[config.mk]
export PLATFORM = sky130hd
export DESIGN_NAME = serial_subtractor
export DESIGN_NICKNAME = d
export VERILOG_FILES = /design/src/rtl/serial_subtractor.sv
export SDC_FILE = /design/constraint.sdc
export NUM_CORES = 1
export LEC_CHECK = 0
export ABC_AREA = 1
export BUFFER_PORTS_ARGS = -buffer_cell sky130_fd_sc_hd__buf_2
export CAP_MARGIN = 20
export CORE_MARGIN = 8
export CORE_UTILIZATION = 50
export CTS_CLUSTER_SIZE = 8
export DETAILED_ROUTE_END_ITERATION = 8
export GPL_TIMING_DRIVEN = 0
export PLACE_DENSITY = 0.79
export SLEW_MARGIN = 20
export SYNTH_ARGS = -nofsm -noshare
export SYNTH_HDL_FRONTEND = slang
export SYNTH_SLANG_ARGS = --single-unit
[constraint.sdc]
create_clock -name clk -period 2.6 [get_ports clk]
set_input_delay 0.26 -clock clk [delete_from_list [all_inputs] [get_ports clk]]
set_output_delay 0.26 -clock clk [all_outputs]
set_load 0.005 [all_outputs]
[src/rtl/serial_subtractor.sv]
// Bit-serial subtractor: diff = a - b, one bit per clock LSB first, through a single
// full-subtractor cell with a registered borrow and a start/busy/done handshake.
module serial_subtractor #(
  parameter int WIDTH = 8
) (
  input  logic             clk,
  input  logic             rst,
  input  logic             start,
  input  logic [WIDTH-1:0] a,
  input  logic [WIDTH-1:0] b,
  output logic             busy,
  output logic             done,
  output logic [WIDTH-1:0] diff,
  output logic             borrow_out,
  output logic             overflow,
  output logic             zero
);

  localparam int CW = (WIDTH > 2) ? $clog2(WIDTH) : 1;

  typedef enum logic [1:0] {S_IDLE, S_SHIFT, S_FINISH} state_t;

  state_t           r_state;
  state_t           w_next;
  logic [WIDTH-1:0] r_a_sr;
  logic [WIDTH-1:0] r_b_sr;
  logic [WIDTH-1:0] r_r_sr;
  logic             r_bor;
  logic [CW-1:0]    r_cnt;
  logic             r_a_msb;
  logic             r_b_msb;
  logic             r_busy;
  logic             r_done;
  logic [WIDTH-1:0] r_diff;
  logic             r_borrow;
  logic             r_ovf;
  logic             r_zero;

  logic w_load;
  logic w_shift;
  logic w_finish;
  logic w_last;
  logic w_d;
  logic w_bor_next;

  assign w_last = (r_cnt == CW'(WIDTH - 1));

  // Full-subtractor cell on the current LSBs.
  assign w_d        = r_a_sr[0] ^ r_b_sr[0] ^ r_bor;
  assign w_bor_next = (~r_a_sr[0] & r_b_sr[0]) | (~(r_a_sr[0] ^ r_b_sr[0]) & r_bor);

  // NOTE: sequential state is assigned with <= so every flop samples pre-edge values.
  always_ff @(posedge clk or posedge rst) begin
    if (rst) r_state <= S_IDLE;
    else     r_state <= w_next;
  end

  // NOTE: default assignment first, so no path through the case leaves w_next unassigned (no latch).
  always_comb begin
    w_next = r_state;
    case (r_state)
      S_IDLE:   if (start)  w_next = S_SHIFT;
      S_SHIFT:  if (w_last) w_next = S_FINISH;
      S_FINISH: w_next = S_IDLE;
      default:  w_next = S_IDLE;
    endcase
  end

  always_comb begin
    w_load   = (r_state == S_IDLE) && start;
    w_shift  = (r_state == S_SHIFT);
    w_finish = (r_state == S_FINISH);
  end

  always_ff @(posedge clk or posedge rst) begin
    if (rst) begin
      r_a_sr   <= '0;
      r_b_sr   <= '0;
      r_r_sr   <= '0;
      r_bor    <= 1'b0;
      r_cnt    <= '0;
      r_a_msb  <= 1'b0;
      r_b_msb  <= 1'b0;
      r_busy   <= 1'b0;
      r_done   <= 1'b0;
      r_diff   <= '0;
      r_borrow <= 1'b0;
      r_ovf    <= 1'b0;
      r_zero   <= 1'b0;
    end else begin
      r_done <= 1'b0;
      if (w_load) begin
        r_a_sr  <= a;
        r_b_sr  <= b;
        r_r_sr  <= '0;
        r_bor   <= 1'b0;
        r_cnt   <= '0;
        r_a_msb <= a[WIDTH-1];
        r_b_msb <= b[WIDTH-1];
        r_busy  <= 1'b1;
      end
      if (w_shift) begin
        r_a_sr <= {1'b0, r_a_sr[WIDTH-1:1]};
        r_b_sr <= {1'b0, r_b_sr[WIDTH-1:1]};
        r_r_sr <= {w_d, r_r_sr[WIDTH-1:1]};
        r_bor  <= w_bor_next;
        r_cnt  <= r_cnt + CW'(1);
      end
      // Result flags come from the latched operand signs, since the shift registers are drained by now.
      if (w_finish) begin
        r_diff   <= r_r_sr;
        r_borrow <= r_bor;
        r_ovf    <= (r_a_msb ^ r_b_msb) & (r_a_msb ^ r_r_sr[WIDTH-1]);
        r_zero   <= (r_r_sr == '0);
        r_done   <= 1'b1;
        r_busy   <= 1'b0;
      end
    end
  end

  assign busy       = r_busy;
  assign done       = r_done;
  assign diff       = r_diff;
  assign borrow_out = r_borrow;
  assign overflow   = r_ovf;
  assign zero       = r_zero;

endmodule
# == After elaboration in Yosys (flattened, before gate mapping) ==
# Cells that the tools add are included.
# totals
latchBits,0
wordCells,52
output_inout_bits,13
in_bits,19
rom_bits,0
n_memories,0
regBits,45
ramBits,0
# classes
div,0
reduce_logical,6
muxes,16
eq_ne,5
magnitude_cmp,0
n_mul,0
bitwise,10
add_sub_neg,1
shift,0
# ops
cell,count
$mux 8,6
$logic_not 8->1,1
$mux 3,2
$mux 1,5
$mux 2,2
$pmux 2 s2,1
$reduce_bool 2->1,2
$xor 1x1->1,4
$add 3x1->3 const B,1
$and 1x1->1,3
$eq 3x3->1 const B,1
$eq 2x1->1 const B,1
$eq 2x2->1 const B,1
$logic_not 2->1,1
$ne 2x1->1 const B,1
$ne 2x2->1 const B,1
$not 1->1,2
$reduce_and 2->1,1
$logic_and 1x1->1,1
$or 1x1->1,1

# == Depth between registers and ports, before layout ==
# logic_depth
depth_word,5
depth_mapped,7
ltp_nobuf,6

# == Least setup slack after synthesis ==
# Ideal clock, no wire load.
# synth_timing
kind,flip-flop to flip-flop
from,reg r_state[1]
to,reg r_r_sr[7]
path_buffers,3
t_arrival_ns,1.051
path_slack_ns,1.425
required_ns,2.476
period_less_slack_ns,1.175
setup_time_ns,0.124
path_stages_with_launch,8
path_cell_list,dfrtp_1 > inv_1 > buf_6 > o21ai_4 > buf_6 > buf_12 > nand2_1 > o21ai_2
# synth_between
elab_chain_cells,3
word_cells_on_any_way,5
classes_between,eq/ne: 1; mux: 1; reduce/logical: 3
# synth_lines
item,line,source
"start, declared",23,state_t r_state;
"start signal, assigned",55,else r_state <= w_next;
$logic_not 2->1,70,w_load = (r_state == S_IDLE) && start;
$logic_and 1x1->1,70,
$reduce_bool 2->1 (no source line),--,
"end signal, assigned",105,"r_r_sr <= {w_d, r_r_sr[WIDTH-1:1]};"
"end, declared",27,logic [WIDTH-1:0] r_r_sr;
# Parallel ways exist; a longest one is shown, timed or not.
# A chain may end at the register's enable or synchronous reset.

# == Worst setup path in the final report ==
# layout_timing
from,reg r_state[0]
to,reg r_r_sr[1]
# The elaborated chain is that of the path after synthesis.

==> summary.txt <==
Run status
  • Status: finished, final reports clean

Power
  • Gate power share: 37.3%
  • Pwr dens: 1130 nW/um^2
  • Maximum VDD drop: 0.5924 mV
  • Power share of the sequential group: 43.9%
  • Net Sw Frac: 36.74%
  • Leak: around 1.3 nW
  • Clock power share: 18.8%
  • Int Pwr: ~1.7 mW
  • Switching Power: 0.9888 mW

Timing
  • Setup_tns: 0 ns
  • Final Max Tran Viols: 0
  • RSZ-0062 raised after global routing: false
  • Min Hold Slack: 0.2137 ns
  • Fmax achieved: 0.7593 GHz
  • Minimum clock period: between 1 and 1.5 ns
  • Clock skew: ~0.0057 ns
  • Setup violations, final: 0
  • Worst-Margin Slew: around 0.4 ns
  • Crit share post-route: 50.65%
  • Final WS setup: roughly 1.3 ns
  • Max-Slew Margin vs Limit: 73.37%
  • Fin. Hold Viols: 0

Logic synthesis
  • Syn avg cell area: ~8.6 sq um
  • Flops & latches, synth: 45
  • Yosys cell types: 23
  • Yosys top cell area share: 55.49%
  • Sequential element share of the synthesized area: 55.49%
  • Main synth FF type: dfrtp_1
  • FFs w/ async S/R, synth: 100.0%
  • Most frequent cell after synthesis: nand2_1
  • Mapped Area: 2029 sq um
  • Ranking of synthesized cells by area: dfrtp_1 (55%), nand2_1 (20%), nand3_1 (4.7%)
  • Syn Nets: around 260
  • Post-synthesis cell count: 237
  • Post-synth EDFFs: 0
  • Cell taking the most area after synthesis: dfrtp_1
  • YS warnings: 0
  • Synth top cells by count: nand2_1 (109), dfrtp_1 (45), nand3_1 (19), o21ai_0 (18), inv_1 (14)

Clocking
  • H-tree Lvls: 2
  • Clock buffer depth: 2
  • Clk sinks: 45
  • Clk_lat worst skew: 0.29 ns
  • CTS Buf Count: 5
  • Post-CTS Setup Bufs: 0
  • Register clock-pin slew on the reported worst setup and hold paths: 0.08 ns
  • TritonCTS clock tree: yes
  • Root buf cell: clkbuf_8

Cells and area
  • Multi-input logic area: roughly 740 sq um
  • ANT cells: 0
  • End-of-flow core utilization: 60.39%
  • Register area: 1126 sq um
  • Area Growth Syn to Fin: 17.32%
  • Design area: 2381 sq um
  • Fillers: 366
  • Layout cells sized above 1: 20.58%
  • Fin nets: 299

Global routing
  • Global Route Usage Sum: 14.52%
  • Vias in the first global route: 1703
  • Largest net degree at the start of global routing: 33
  • Initial antenna violation count: 0
  • Global-route wire length before repair: 7514 um
  • Grt total ovfl: 0

Floorplanning
  • Starting Density: between 50% and 60%
  • Row cnt: 23
  • DIE AREA: 6354 sq um
  • Placeable core area: 3943 sq um
  • Io pins: 32
  • Die height: 79.71 um
  • Die width: 79.71 um

Placement
  • Dpl hpwl: around 3000 um
  • Pre-CTS WS: 1.282 ns
  • Placed inst area: roughly 2300 sq um
  • GPL Wtd Cong: 0.7545
  • Port Buf Inserts: 31

Routing
  • Vias: 1598
  • Routed wire length per instance: 12.68 um
  • Routed vias/inst: 4.887
  • Drt drc: 0
  • Detail Route Antenna Nets: 0
  • Drt total wl: 4145 um
  • Drt pass-1 iters: 4
  • 1st-iter DRT viols: 64

Critical path
  • Critical Path AT: around 1.5 ns
  • Cell family with most CP delay: flip-flops
  • Critical path required time: 2.76 ns
  • Worst path cell trace: nand2_1 > clkbuf_1 > o21ai_0
  • CP peak stage delay: 0.43 ns
  • CP Max Fanout: 10
  • Setup crit end kind: flop
  • Crit-path slowest cell: dfrtp_1
  • Setup crit start kind: flop
  • Critical path type: flop to flop
  • WP buf/inv: 1

Hold path
  • Min-Delay Path Class: input pin to flop

Run
  • Max Cap Viol: 0
state kept, by name, indices dropped and copies added (netlist names), 2 cells and up:
signal   cells
r_cnt        3
r_r_sr       8
r_state      2
r_b_sr       8
diff         8
r_a_sr       8
tightest hold or removal path: cells and delay by family:
| kind | cells | cell delay, ns |
|---|---|---|
| buffers and inverters | 2 | 0.15 |
| AOI/OAI and AO/OA | 1 | 0.06 |
final timing paths:
path | from | endpoint | slack, ns | cells after the start
min reg2reg | borrow_out | borrow_out | 0.47 | 2
max in group asynchronous | rst | r_b_sr[6] | 1.67 | 4
min in group asynchronous | rst | diff[4] | 0.46 | 3
max reg2reg | r_state[0] | r_r_sr[1] | 1.28 | 3
max | r_state[0] | r_r_sr[1] | 1.28 | 3
min | a[7] | r_a_sr[7] | 0.21 | 3
routing by layer:
metal | vias up | track usage, % | wire length [um]
met5 | - | 0 | 0
met4 | 0 | 2.963 | 30
met3 | 4 | 4.955 | 258
met2 | 36 | 24.86 | 1944
met1 | 744 | 17.16 | 1912
li1 | 814 | - | -
cell type report:
class,instances,area share (%)
Inverter,16,2.522
Timing Repair Buffer,33,7.777
Clock inverter,2,1.471
Clock buffer,5,2.890
Buffer,11,4.204
Sequential cell,45,47.29
Multi-Input combinational cell,165,31.21
Tap cell,50,2.627
metrics by stage:
stage,total power [mW],cells
6_report,2.691,327
5_1_grt,2.943,327
4_1_cts,2.726,327
3_5_place_dp,2.218,319
3_3_place_gp,2.162,318
2_1_floorplan,1.900,237
cells in the final DEF, fill, tap and decap left out, types with 2 or more instances in the layout:
master	n
nand2_1	109
inv_2	3
buf_12	2
clkbuf_8	5
ha_1	2
dfrtp_1	45
buf_6	3
nand2_2	2
nand3_1	19
o21ai_0	18
buf_2	35
inv_1	13
o21ai_1	2
nor2_1	6
timing repair:
item                       in CTS  in global routing
hold buffers                    1                  0
gates resized for setup         0                  0
hold endpoints to repair       13                  0
setup endpoints to repair       0                  0
kinds of logic after synthesis:
logic type | count (synthesis) | share of synthesized area [%]
flip-flops | 45 | 55.49
adder cells (fa/ha/maj) | 3 | 2.219
buffers and inverters | 27 | 7.891
AND/OR/NAND/NOR | 138 | 27.50
AO/OA/AOI/OAI | 24 | 6.906
power groups by stage:
stage	logic (mW)	registers [mW]	clock network (mW)
finish	1.00	1.18	0.505
global route	1.17	1.22	0.548
CTS	1.03	1.18	0.514
detailed placement	1.02	1.19	0
global placement	0.986	1.18	0
floorplan	0.738	1.16	0
Note: power is estimated with default switching activity, not from simulation.
